File: src/rtl/clock_display_pkg.sv
// +----------------------------------------------------------------------------+
// | clock_display_pkg                                                          |
// | Glyph constants and digit-index types for the 4-digit clock display.       |
// | Revision: 1.0                                                              |
// +----------------------------------------------------------------------------+
`default_nettype none

package clock_display_pkg;

  typedef logic [1:0] dig_idx_t;

  localparam dig_idx_t DIG_HT = 2'd0;  // hours tens (leftmost)
  localparam dig_idx_t DIG_HO = 2'd1;  // hours ones, carries the colon
  localparam dig_idx_t DIG_MT = 2'd2;  // minutes tens
  localparam dig_idx_t DIG_MO = 2'd3;  // minutes ones

  // Segment order is {g,f,e,d,c,b,a}
  localparam logic [6:0] SEG_BLANK = 7'h00;
  localparam logic [6:0] SEG_DASH  = 7'h40;
  localparam logic [6:0] SEG_DIGIT [0:9] = '{
    7'h3F, 7'h06, 7'h5B, 7'h4F, 7'h66,
    7'h6D, 7'h7D, 7'h07, 7'h7F, 7'h6F
  };

endpackage

`default_nettype wire

File: src/rtl/bcd_to_seg7.sv
// +----------------------------------------------------------------------------+
// | bcd_to_seg7                                                                |
// | Combinational BCD nibble to 7-segment glyph; non-decimal codes give a dash.|
// | Revision: 1.0                                                              |
// +----------------------------------------------------------------------------+
`default_nettype none

module bcd_to_seg7
  import clock_display_pkg::*;
(
  input  logic [3:0] nibble,
  output logic [6:0] glyph
);

  always_comb begin
    glyph = SEG_DASH;
    if (nibble <= 4'd9) begin
      glyph = SEG_DIGIT[nibble];
    end
  end

endmodule

`default_nettype wire

File: src/rtl/clock_display_mux.sv
// +----------------------------------------------------------------------------+
// | clock_display_mux                                                          |
// | Scans hh:mm onto a 4-digit common-cathode display with a blinking colon.   |
// | Optional macro PM_DOT_EN: digit 3 decimal point shows the PM flag.         |
// | Revision: 1.0                                                              |
// +----------------------------------------------------------------------------+
`default_nettype none

module clock_display_mux
  import clock_display_pkg::*;
#(
  parameter int SCAN_DIV     = 1000,
  parameter int BLINK_FRAMES = 125
) (
  input  logic       clk,
  input  logic       rst_n,
  input  logic       disp_en,
  input  logic [7:0] hh_bcd,
  input  logic [7:0] mm_bcd,
  input  logic       pm,
  output logic [6:0] seg,
  output logic       dp,
  output logic [3:0] dig_en
);

  localparam int DIV_W = (SCAN_DIV > 2) ? $clog2(SCAN_DIV) : 1;
  localparam int FRM_W = (BLINK_FRAMES > 1) ? $clog2(BLINK_FRAMES) : 1;
  localparam logic [DIV_W-1:0] c_div_last = DIV_W'(SCAN_DIV - 1);
  localparam logic [FRM_W-1:0] c_frm_last = FRM_W'(BLINK_FRAMES - 1);

  if (SCAN_DIV < 2) begin : g_bad_scan_div
    $error("clock_display_mux: SCAN_DIV must be >= 2");
  end
  if (BLINK_FRAMES < 1) begin : g_bad_blink_frames
    $error("clock_display_mux: BLINK_FRAMES must be >= 1");
  end

  logic [DIV_W-1:0] r_div,       w_div_nxt;
  dig_idx_t         r_dig_idx,   w_dig_idx_nxt;
  logic [FRM_W-1:0] r_frame_cnt, w_frame_cnt_nxt;
  logic             r_colon_on,  w_colon_on_nxt;
  logic [7:0]       r_hh_snap;
  logic [7:0]       r_mm_snap;
  logic [6:0]       r_seg,       w_seg_nxt;
  logic             r_dp,        w_dp_nxt;
  logic [3:0]       r_dig_en,    w_dig_en_nxt;
  logic             w_snap_en;
  logic [3:0]       w_nibble;
  logic [6:0]       w_glyph;
  logic             w_lead_blank;

`ifdef PM_DOT_EN
  logic r_pm_snap;
`else
  logic w_pm_unused;
  assign w_pm_unused = pm;
`endif

  // Snapshot at the blank cycle opening each frame so all four digits agree
  assign w_snap_en = disp_en && (r_div == '0) && (r_dig_idx == DIG_HT);

  always_comb begin
    w_nibble = r_mm_snap[3:0];
    case (r_dig_idx)
      DIG_HT:  w_nibble = r_hh_snap[7:4];
      DIG_HO:  w_nibble = r_hh_snap[3:0];
      DIG_MT:  w_nibble = r_mm_snap[7:4];
      default: w_nibble = r_mm_snap[3:0];
    endcase
  end

  bcd_to_seg7 u_bcd_to_seg7 (
    .nibble (w_nibble),
    .glyph  (w_glyph)
  );

  assign w_lead_blank = (r_dig_idx == DIG_HT) && (r_hh_snap[7:4] == 4'd0);

  always_comb begin
    w_div_nxt       = r_div;
    w_dig_idx_nxt   = r_dig_idx;
    w_frame_cnt_nxt = r_frame_cnt;
    w_colon_on_nxt  = r_colon_on;
    w_seg_nxt       = SEG_BLANK;
    w_dp_nxt        = 1'b0;
    w_dig_en_nxt    = 4'b0000;

    if (disp_en) begin
      if (r_div == c_div_last) begin
        w_div_nxt     = '0;
        w_dig_idx_nxt = r_dig_idx + 2'd1;
        if (r_dig_idx == DIG_MO) begin
          if (r_frame_cnt == c_frm_last) begin
            w_frame_cnt_nxt = '0;
            w_colon_on_nxt  = ~r_colon_on;
          end else begin
            w_frame_cnt_nxt = r_frame_cnt + 1'b1;
          end
        end
      end else begin
        w_div_nxt = r_div + 1'b1;
      end

      // div==0 stays dark so the previous digit's segments cannot ghost
      if (r_div != '0) begin
        w_dig_en_nxt = 4'b0001 << r_dig_idx;
        w_seg_nxt    = w_lead_blank ? SEG_BLANK : w_glyph;
        case (r_dig_idx)
          DIG_HO:  w_dp_nxt = r_colon_on;
`ifdef PM_DOT_EN
          DIG_MO:  w_dp_nxt = r_pm_snap;
`endif
          default: w_dp_nxt = 1'b0;
        endcase
      end
    end
  end

  always_ff @(posedge clk or negedge rst_n) begin
    if (!rst_n) begin
      r_div       <= '0;
      r_dig_idx   <= DIG_HT;
      r_frame_cnt <= '0;
      r_colon_on  <= 1'b1;
      r_hh_snap   <= 8'h00;
      r_mm_snap   <= 8'h00;
      r_seg       <= SEG_BLANK;
      r_dp        <= 1'b0;
      r_dig_en    <= 4'b0000;
    end else begin
      r_div       <= w_div_nxt;
      r_dig_idx   <= w_dig_idx_nxt;
      r_frame_cnt <= w_frame_cnt_nxt;
      r_colon_on  <= w_colon_on_nxt;
      r_seg       <= w_seg_nxt;
      r_dp        <= w_dp_nxt;
      r_dig_en    <= w_dig_en_nxt;
      if (w_snap_en) begin
        r_hh_snap <= hh_bcd;
        r_mm_snap <= mm_bcd;
      end
    end
  end

`ifdef PM_DOT_EN
  always_ff @(posedge clk or negedge rst_n) begin
    if (!rst_n) begin
      r_pm_snap <= 1'b0;
    end else if (w_snap_en) begin
      r_pm_snap <= pm;
    end
  end
`endif

  assign seg    = r_seg;
  assign dp     = r_dp;
  assign dig_en = r_dig_en;

endmodule

`default_nettype wire
File: config.mk
export PLATFORM = sky130hd
export DESIGN_NAME = clock_display_mux
export DESIGN_NICKNAME = d
export VERILOG_FILES = /design/src/rtl/clock_display_pkg.sv /design/src/rtl/bcd_to_seg7.sv /design/src/rtl/clock_display_mux.sv
export SDC_FILE = /design/constraint.sdc
export NUM_CORES = 1
export LEC_CHECK = 0
export CAP_MARGIN = 20
export CORE_ASPECT_RATIO = 1.2
export CORE_MARGIN = 3
export CORE_UTILIZATION = 55
export DETAILED_ROUTE_END_ITERATION = 10
export GPL_ROUTABILITY_DRIVEN = 0
export PLACE_DENSITY = 0.77
export SYNTH_ARGS = -nofsm -noshare
export SYNTH_HDL_FRONTEND = slang
export SYNTH_HIERARCHICAL = 1
export SYNTH_SLANG_ARGS = --single-unit
File: constraint.sdc
create_clock -name clk -period 2.61 [get_ports clk]
set_input_delay 0.783 -clock clk [delete_from_list [all_inputs] [get_ports clk]]
set_output_delay 0.783 -clock clk [all_outputs]
set_load 0.05 [all_outputs]
# Word-level counts from Yosys, hierarchy flattened
# Memory sizes are Yosys's and may differ from the RTL's.
# Index checks and enable logic that the tools add are counted.
[word_totals]
in_bits = 20
mem_bits_ro = 112
memories = 1
elab_cells = 47
reg_bits = 48
[mem_list]
columns = ["name", "depth", "word_bits", "rd", "rd_clocked_by_memory_dff", "write_ports", "line_no", "text"]
rows = [
  ["(no name shown)", 16, 7, 1, 0, 0, "bcd_to_seg7.sv:18", "glyph = SEG_DIGIT[nibble];"],
]
[classes]
eq_ne = 5
n_bitwise = 2
reduce_logical = 10
shift = 1
addsub = 3
muxes = 14
order_cmp = 2
[ops]
columns = ["operator", "n"]
rows = [
  ["$mux W7", 7],
  ["$pmux W4 S3", 1],
  ["$add A10 B1 Y10 const B", 1],
  ["$eq A10 B10 Y1 const B", 1],
  ["$logic_not A10 Y1", 1],
  ["$mux W10", 1],
  ["$reduce_bool A10 Y1", 1],
  ["$mux W4", 2],
  ["$add A7 B1 Y7 const B", 1],
  ["$eq A7 B7 Y1 const B", 1],
  ["$ge A5 B5 Y1 const B", 1],
  ["$not A4 Y5", 1],
  ["$eq A2 B2 Y1 const B", 2],
  ["$le A4 B4 Y1 const B", 1],
  ["$logic_not A4 Y1", 1],
  ["$reduce_and A4 Y1", 1],
  ["$shl A1 B2 Y4 const A", 1],
  ["$logic_and A1 B1 Y1", 3],
  ["$mux W1", 3],
  ["$reduce_and A3 Y1", 1],
  ["$add A2 B1 Y2 const B", 1],
  ["$eq A2 B1 Y1 const B", 1],
  ["$logic_not A2 Y1", 1],
  ["$reduce_and A2 Y1", 1],
  ["$not A1 Y1", 1],
]

# Depth between registers and ports, before layout
# Gate-level depths: netlist of the first run.
[logic_depth]
ltp_word = 10
ltp_mapped = 9

# Hierarchy
# The synthesis of the first run kept the hierarchy.
[modules_own_cells]
columns = ["mod", "instances", "area_per_inst_um2", "cells_per_inst", "seq_area_each_um2"]
rows = [
  ["clock_display_mux", 1, 2312.2, 200, 1202.4],
  ["bcd_to_seg7", 1, 247.7, 30, 0.0],
]

# Least setup slack after synthesis of the first run
# OpenSTA, ideal clock, no wires.
[synth_path]
path_kind = "in2reg"
start = "in disp_en"
end = "reg r_div[8]"
required_ns = 2.489
setup_time_ns = 0.121
path_slack_ns = 0.476
path_stages = 5
arrival_time_ns = 2.013
cell_sequence = "clkbuf_1 -> inv_1 -> nor4_2 -> o21ai_0 -> a22o_1"
[synth_rtl]
columns = ["item", "line_no", "text"]
rows = [
  ["start: declaration", "clock_display_mux.sv:17", "input logic disp_en,"],
  ["end signal: assignment", "clock_display_mux.sv:131", "r_div <= w_div_nxt;"],
  ["end: declaration", "clock_display_mux.sv:38", "logic [DIV_W-1:0] r_div, w_div_nxt;"],
]

# Final worst setup path of the first run
[layout_path]
start = "reg r_dig_idx[0]"
end = "reg r_seg[2], in the netlist seg[2]"
[layout_between]
elab_chain_len = 10
word_cells_on_any_way = 14
classes_between = "order compare (1); eq/ne (2); mux (7); bitwise (1); reduce/logical (2); memory (1)"
[layout_lines]
columns = ["item", "line_no", "text"]
rows = [
  ["start: declaration", "clock_display_mux.sv:39", "dig_idx_t r_dig_idx, w_dig_idx_nxt;"],
  ["start signal: assignment", "clock_display_mux.sv:132", "r_dig_idx <= w_dig_idx_nxt;"],
  ["$eq A2 B2 Y1 (tied with other cells)", "clock_display_mux.sv:64", "case (r_dig_idx)"],
  ["$pmux W4 S3 *", "clock_display_mux.sv:64", ""],
  ["via w_nibble[0]", "clock_display_mux.sv:48", "logic [3:0] w_nibble;"],
  ["$not A4 Y5 (implied by the code)", "bcd_to_seg7.sv:18", ""],
  ["$mem_v2 Z16 W7", "n/a", ""],
  ["$mux W7 (implied by the code) (2 in a row)", "bcd_to_seg7.sv:18", ""],
  ["$mux W7 *", "bcd_to_seg7.sv:17", "if (nibble <= 4'd9) begin"],
  ["via w_glyph[2]", "clock_display_mux.sv:49", "logic [6:0] w_glyph;"],
  ["$mux W7 *", "clock_display_mux.sv:107", "w_seg_nxt = w_lead_blank ? SEG_BLANK : w_glyph;"],
  ["$mux W7 *", "clock_display_mux.sv:105", "if (r_div != '0) begin"],
  ["$mux W7 *", "clock_display_mux.sv:88", "if (disp_en) begin"],
  ["via w_seg_nxt[2]", "clock_display_mux.sv:44", "logic [6:0] r_seg, w_seg_nxt;"],
  ["end signal: assignment", "clock_display_mux.sv:135", "r_seg <= w_seg_nxt;"],
  ["end: declaration", "clock_display_mux.sv:44", ""],
]
# Mark *: on every way through the listed nets, which the timed path passes. The rest lies on a longest branch. The select of a mux whose other input is x is not followed.
# A chain may end at the register's enable or synchronous reset.

==> summary.md, run 1 <==
| Metric | Value |
|---|---|
| Initial DRT Pass Iterations | 4 |
| Cell type with the largest total area after synthesis | sky130_fd_sc_hd__dfrtp_1 |
| Filler cell count | 326 |
| Top cell type's share of synthesized area | 45.94% |
| Count of pins on the block boundary | 32 |
| Count of standard-cell rows | 26 |
| Clock insertion delay at the later pin of the skew report | 0.30 ns |
| CP Class | reg -> reg |
| Root buf cell | sky130_fd_sc_hd__clkbuf_8 |
| Area share of fa/ha/maj cells after synthesis | 7.331% |
| Setup TNS | 0 ns |
| Fraction of synthesized area in multiplexers | 10.46% |
| Worst slew margin relative to its limit | 49.42% |
| Clock tree sinks | 48 |
| Count of different cell masters after synthesis | 50 |
| N_diodes | 0 |
| Tightest hold margin | 0.5087 ns |
| Crit Path Max Fanout | 7 |
| Post-synthesis sequential area ratio | 46.97% |
| Via count of the first global-routing pass | 1778 |
| Number of warnings reported in the yosys synthesis log | 6 |
| Total congestion overflow after global routing | 0 |
| Count of state elements after synthesis | 48 |
| Area of the core | 4359 sq um |
| Number of levels the H-tree was split into | 2 |
| Total via count in the routed design | 1803 |
| Most frequent CP cell | sky130_fd_sc_hd__ha_1 |
| Dominant cells by area after synthesis | sky130_fd_sc_hd__dfrtp_1, sky130_fd_sc_hd__ha_1, sky130_fd_sc_hd__mux2_4 |
| Period utilisation layout | 90.21% |
| Simple-gate area share of the yosys netlist | 17.64% |
| Fraction of registers with async set or reset after synthesis | 100.0% |
| Horizontal extent of the die | 68.28 microns |
| Die extent in y | 80.74 microns |
| Antenna violations before repair | 0 |
| EDFF count, synth | 0 |
| Post-Synth XOR/XNOR Area | 1.711% |
| Clock Path Buffers | 2 |
| Pin count of the biggest net entering global routing | 31 |
| Initial cell density of the core | 58.73% |
| Power per Cell Area | 663.3 nW/um^2 |
| Routed wirelength normalized by instance count | 14.12 microns |
| Post-cts hold buffer count | 0 |
| Largest family of logic cells by synthesized area | simple AND/OR/NAND/NOR gates |
| Final hold violations | 0 |
| Worst stage delay on the critical path | 0.40 ns |
| Area of the multi-input gates | 1216 sq um |
| Area enclosed by the die boundary | 5513 sq um |
| Port-buffer cells | 30 |
| Ratio of cells with drive above 1 in the final layout | 14.81% |
| Area occupied by registers | 1202 sq um |
| Final setup violation count | 0 |
| Most used flip-flop cell after synthesis | sky130_fd_sc_hd__dfrtp_1 |
| Detail Route Antenna Nets | 0 |
| Max-cap viol count | 0 |
| Cell-by-cell trace of the critical path | inv_1 > ha_1 > a222oi_1 > mux2i_1 > buf_4 > ha_1 > o21ai_1 > o22ai_1 > and2_1 |
| Hold/Removal Path Class | in -> async |
| Tot GR Track Use | 18.96% |
| Fmax achieved | 0.4247 GHz |
| Reported leakage power | 1.325 nW |
| Worst endpoint required time | 2.81 ns |
| Number of slew-limit violations in the final report | 0 |
| DP Wirelength | 3.330 mm |
| Worst slew pin tran | 0.7376 ns |
| Synthesized-area fraction occupied by ao, oa, aoi and oai cells | 10.36% |
| Vias per cell | 5.531 |
| Post-synth net total | 265 |
| Cell count after synthesis | 230 |
| TritonCTS clock tree | built |
| Wire length after detailed routing | 4.604 mm |
| Post-detailed-route DRC marker count | 0 |
| Clock transition time at the flip-flop clock pins of the worst setup and hold paths | 0.08 ns |
| Post-synthesis area per instance | 11.13 sq um |
| Clock period minus final worst setup slack | 2.355 ns |
| Most frequent cell after synthesis | sky130_fd_sc_hd__dfrtp_1 |
| Top post-synthesis cells by count | sky130_fd_sc_hd__dfrtp_1, sky130_fd_sc_hd__inv_1, sky130_fd_sc_hd__ha_1 |
| Worst Clk Skew | 0.008594 ns |
| Net count, final | 304 |
| Global-route wire length before repair | 7.893 mm |
| Run status | finished clean |
| Clock buffer count from CTS | 5 |
| Worst setup SP type | flip-flop |
| Number of post-CTS setup repair buffers | 0 |
| CP max stage cell | sky130_fd_sc_hd__dfrtp_1 |
| CP Capture Type | flip-flop |
| Peak supply drop | 0.0004144 V |
| Synthesized area | 2560 sq um |
| Starting DRC count in detailed routing | 91 |
| Worst endpoint data arrival time | 2.55 ns |
| Setup repair after global routing missed its margin | false |
| Power after layout | 0.002023 W |
| Signed area change from the synthesized netlist to the final layout | 19.11% |
layout make-up:
class	count	share of cell area, %
clock buffers	7	2.503
multi-input cells	156	39.89
flip-flops and latches	48	39.43
inverters	17	2.093
clock inverters	1	0.9848
repair buffers	41	12.80
well taps	56	2.298
report_power, final:
group / switching, W / total [W] / internal (W)
clock network: 0.000233 / 0.000520 / 0.000287
registers: 0.000108 / 0.000959 / 0.000850
logic: 0.000279 / 0.000544 / 0.000265
logic make-up (layout without fill, tap and decap cells):
kind of cell / after synthesis / after routing
compound gates: 41 / 41
xor+xnor: 5 / 5
simple gates: 74 / 74
fa+ha+maj: 15 / 15
buf+inv: 26 / 66
flops: 48 / 48
mux: 21 / 21
state kept, by name (all words and copies together), names as in the netlist:
name / cells
r_mm_snap: 8
seg: 7
r_colon_on: 1
r_frame_cnt: 7
dig_en: 4
r_dig_idx: 2
r_hh_snap: 8
dp: 1
r_div: 10
worst paths after layout:
kind / from / to / slack (ns) / cells after the start
setup / recovery: r_dig_idx[0] / seg[2] / 0.26 / 9
max in group asynchronous: rst_n / dig_en[0] / 1.50 / 2
min in group clk: r_colon_on / r_colon_on / 0.53 / 1
hold / removal: rst_n / r_frame_cnt[2] / 0.51 / 1
setup reg to reg: r_dig_idx[0] / seg[2] / 0.26 / 9
hold reg to reg: r_colon_on / r_colon_on / 0.53 / 1
worst max-delay path, delay by kind of cell (launching register included):
| family | cells | cell delay [ns] |
|---|---|---|
| compound gates | 3 | 0.73 |
| fa+ha+maj | 2 | 0.52 |
| buf+inv | 2 | 0.29 |
| flops | 1 | 0.40 |
| mux | 1 | 0.15 |
| simple gates | 1 | 0.17 |
repair_timing:
item,CTS,global route
hold endpoints to repair,0,0
setup endpoints to repair,0,1
gates resized for setup,0,1
cell usage in the layout (no fill, tap or decap), types with 7 or more instances in the layout:
cell,instances
sky130_fd_sc_hd__a21oi_1,7
sky130_fd_sc_hd__and2_1,13
sky130_fd_sc_hd__buf_4,10
sky130_fd_sc_hd__clkdlybuf4s50_1,29
sky130_fd_sc_hd__dfrtp_1,47
sky130_fd_sc_hd__ha_1,15
sky130_fd_sc_hd__inv_1,16
sky130_fd_sc_hd__mux2_4,10
sky130_fd_sc_hd__nand2_1,8
sky130_fd_sc_hd__nand3_1,9
sky130_fd_sc_hd__o21ai_0,14
per-stage QoR:
stage / util (%) / worst slack (ns) / std cells / area, sq um
2_1_floorplan: - / 0.4762 / 230 / 2560
3_3_place_gp: 67.51 / 0.2382 / 318 / 2943
3_5_place_dp: 67.51 / 0.2324 / 318 / 2943
4_1_cts: 69.95 / 0.2242 / 326 / 3049
5_1_grt: 69.95 / 0.009522 / 326 / 3049
6_report: 69.95 / 0.2555 / 326 / 3049
metal layers:
layer / part of all wire (%) / vias to the layer above / track usage [%]
met3: 3.7 / 5 / 3.734
met2: 51 / 37 / 31.34
li1: - / 902 / -
met1: 44 / 859 / 24.30
met4: 1.7 / 0 / 7.157
met5: 0 / - / 0
(Power assumes the default switching activity.)
==> run 2, diff against run 1 <==
ABC_AREA = 1   (was default)
CORE_UTILIZATION = 50   (was 55)
PLACE_DENSITY = 0.74   (was 0.77)
clock period = 2 ns   (was 2.61 ns; I/O delays follow)
==> summary.md, run 2 <==
| Metric | Value |
|---|---|
| Cell-by-cell trace of the critical path | buf_6 > ha_4 > a21oi_2 > a31oi_2 > buf_4 > buf_4 > ha_4 > inv_2 > nand2_2 > nand3_1 > nand2_1 > inv_1 > nand2_1 > nor2_1 |
| Root buf cell | sky130_fd_sc_hd__clkbuf_8 |
| CP Capture Type | flip-flop |
| Worst setup SP type | flip-flop |
| Number of slew-limit violations in the final report | 0 (unchanged) |
| Worst endpoint data arrival time | 2.18 ns (-0.37 ns) |
| TritonCTS clock tree | built |
| Area enclosed by the die boundary | 6159 sq um (+12%) |
| Setup repair after global routing missed its margin | true |
| Period utilisation layout | 97.49% (+7.3 points) |
| Antenna violations before repair | 0 (unchanged) |
| Run status | finished clean |
| Ratio of cells with drive above 1 in the final layout | 21.04% (+6.2 points) |
| Peak supply drop | 0.0004935 V (+19%) |
| Max reg flops | 10 (unchanged) |
| Signed area change from the synthesized netlist to the final layout | 29.08% |
| Top cell type's share of synthesized area | 44.80% (-1.1 points) |
| Worst slew margin relative to its limit | 73.54% (+24 points) |
| Net count, final | 438 (+44%) |
| Most frequent cell after synthesis | sky130_fd_sc_hd__nand2_1 |
| Fraction of registers with async set or reset after synthesis | 100.0% (unchanged) |
| Final core utilization | 67.63% (-2.3 points) |
| Most flop-heavy register | r_div |
| Horizontal extent of the die | 72.15 microns (+5.7%) |
| Clock Path Buffers | 2 (unchanged) |
| Detail Route Antenna Nets | 0 (unchanged) |
| DP Wirelength | 4.036 mm (+21%) |
| Number of levels the H-tree was split into | 2 (unchanged) |
| Top library cells by usage in the layout, fill and taps aside | sky130_fd_sc_hd__nand2_1, sky130_fd_sc_hd__dfrtp_1, sky130_fd_sc_hd__nor2_1 |
| Cell type with the largest total area after synthesis | sky130_fd_sc_hd__dfrtp_1 |
| Count of state elements after synthesis | 48 (unchanged) |
| Worst endpoint required time | 2.23 ns (-0.58 ns) |
| Crit Path Max Fanout | 4 (-3) |
| Post-synthesis area per instance | 7.631 sq um (-31%) |
| Hold/Removal Path Class | in -> async |
| Final setup violation count | 0 (unchanged) |
| Simple-gate area share of the yosys netlist | 33.08% (+15 points) |
| Power after layout | 0.002170 W (+7.3%) |
| Clock insertion delay at the later pin of the skew report | 0.30 ns (about the same) |
| Worst Clk Skew | 0.004932 ns (-0.003661 ns) |
| Post-synthesis sequential area ratio | 45.81% (-1.2 points) |
| Vias per cell | 4.970 (-10%) |
| CP Class | reg -> reg |
| Reported leakage power | 1.786 nW (+35%) |
| Final hold violations | 0 (unchanged) |
| Post-synth net total | 379 (+43%) |
| Count of pins on the block boundary | 32 (unchanged) |
| Most used flip-flop cell after synthesis | sky130_fd_sc_hd__dfrtp_1 |
| Total congestion overflow after global routing | 0 (unchanged) |
| Count of standard-cell rows | 28 (+7.7%) |
| Global-route wire length before repair | 9.128 mm (+16%) |
| Clock transition time at the flip-flop clock pins of the worst setup and hold paths | 0.09 ns (about the same) |
| Clock buffer count from CTS | 5 (unchanged) |
| Post-Synth XOR/XNOR Area | 0.6673% (-1.0 points) |
| Post-cts hold buffer count | 0 (unchanged) |
| Routed wirelength normalized by instance count | 12.08 microns (-14%) |
| Initial DRT Pass Iterations | 4 (unchanged) |
| Pin count of the biggest net entering global routing | 49 (+58%) |
| Tot GR Track Use | 18.36% (-0.60 points) |
| Cell count after placement | 451 (+42%) |
| Tightest hold margin | 0.2754 ns (-0.2333 ns) |
| Max-cap viol count | 0 (unchanged) |
| Wire length after detailed routing | 5.607 mm (+22%) |
| EDFF count, synth | 0 (unchanged) |
| Clock tree sinks | 48 (unchanged) |
| Worst slew pin tran | 0.3956 ns (-0.3420 ns) |
| Synthesized area | 2625 sq um (+2.5%) |
| Dominant cells by area after synthesis | sky130_fd_sc_hd__dfrtp_1, sky130_fd_sc_hd__nand2_1, sky130_fd_sc_hd__ha_1 |
| Fmax achieved | 0.5129 GHz (+21%) |
| Starting DRC count in detailed routing | 98 (+7.7%) |
| Initial cell density of the core | 52.40% (-6.3 points) |
| Largest family of logic cells by synthesized area | simple AND/OR/NAND/NOR gates |
| Port-buffer cells | 30 (unchanged) |
| Count of different cell masters after synthesis | 30 (-40%) |
| Power per Cell Area | 640.3 nW/um^2 (-3.5%) |
| Area share of fa/ha/maj cells after synthesis | 7.150% (-0.18 points) |
| Most common library cell in the layout ignoring fill and taps | sky130_fd_sc_hd__nand2_1 |
| Number of warnings reported in the yosys synthesis log | 6 (unchanged) |
| CP max stage cell | sky130_fd_sc_hd__dfrtp_2 |
| Worst stage delay on the critical path | 0.48 ns (+0.08 ns) |
| Leading registers by flop count | r_div (10), r_hh_snap (8), r_mm_snap (8) |
| Die extent in y | 85.38 microns (+5.7%) |
| Synthesized-area fraction occupied by ao, oa, aoi and oai cells | 5.910% (-4.5 points) |
| Filler cell count | 400 (+23%) |
| Post-layout instance count excluding filler cells | 464 (+42%) |
| Via count of the first global-routing pass | 2189 (+23%) |
| Clock period minus final worst setup slack | 1.950 ns (-0.4048 ns) |
| Area of the core | 5010 sq um (+15%) |
| Top post-synthesis cells by count | sky130_fd_sc_hd__nand2_1, sky130_fd_sc_hd__dfrtp_1, sky130_fd_sc_hd__nor2_1 |
| N_diodes | 0 (unchanged) |
| Post-detailed-route DRC marker count | 0 (unchanged) |
| Total via count in the routed design | 2306 (+28%) |
| Fraction of synthesized area in multiplexers | 0% (-10 points) |
| Cell count after synthesis | 344 (+50%) |
-- run 2: critical path, delay by kind of cell, from the launching register on --
family | cells | cell delay [ns]
AOI/OAI and AO/OA | 2 | 0.26
adders and majority gates | 2 | 0.31
buffers and inverters | 5 | 0.55
DFF | 1 | 0.48
and+or+nand+nor | 5 | 0.29
-- run 2: routing by layer --
layer  part of all wire [%]  GRT usage (%)
met5                      0              0
met1                     44          21.33
met2                     51          33.89
met3                    3.6          2.725
met4                    1.4          5.812
-- run 2: worst paths after layout --
path,start,endpoint,slack [ns],cells after the start
worst max-delay path,r_dig_idx[1],seg[0],0.05,14
worst max register to register,r_dig_idx[1],seg[0],0.05,14
min in group clk,r_colon_on,r_colon_on,0.48,2
worst min-delay path,rst_n,r_mm_snap[5],0.28,2
max in group asynchronous,rst_n,r_colon_on,1.46,2
worst min register to register,r_colon_on,r_colon_on,0.48,2
-- run 2: logic make-up (layout without fill, tap and decap cells) --
family                   Yosys count  in the layout
AND/OR/NAND/NOR                  204            204
flip-flops                        48             48
buffers and inverters             47            107
AO/OA/AOI/OAI                     28             28
adder cells (fa/ha/maj)           15             15
XOR/XNOR                           2              2
-- run 2: stage by stage --
stage	setup TNS [ns]	setup WS, ns	instance area (sq um)
floorplan	0	0.006619	2634
global placement	-0.04681	-0.03477	3115
detailed placement	-0.1655	-0.05915	3115
CTS	0	0.004702	3261
global route	-0.1470	-0.03584	3388
finish	0	0.05027	3388
-- run 2: cell type report --
class                      count  area (sq um)  area share [%]
multi-input combinational    249          1360           40.14
tap                           60         75.07           2.216
clock buffer                   7         86.33           2.548
sequential                    48          1205           35.56
clock inverter                 1         7.507          0.2216
timing repair buffer          57         491.7           14.51
inverter                      42         162.7           4.801
-- run 2: timing repair --
item	4_1_cts	5_1_grt
endpoints found under the setup margin	3	6
pin swaps	3	16
setup buffers	2	3
resized for setup	10	26
-- run 2: report_power, final --
part           internal (W)  switching (W)
clock network      0.000282       0.000327
registers           0.00104      0.0000831
logic              0.000170       0.000264
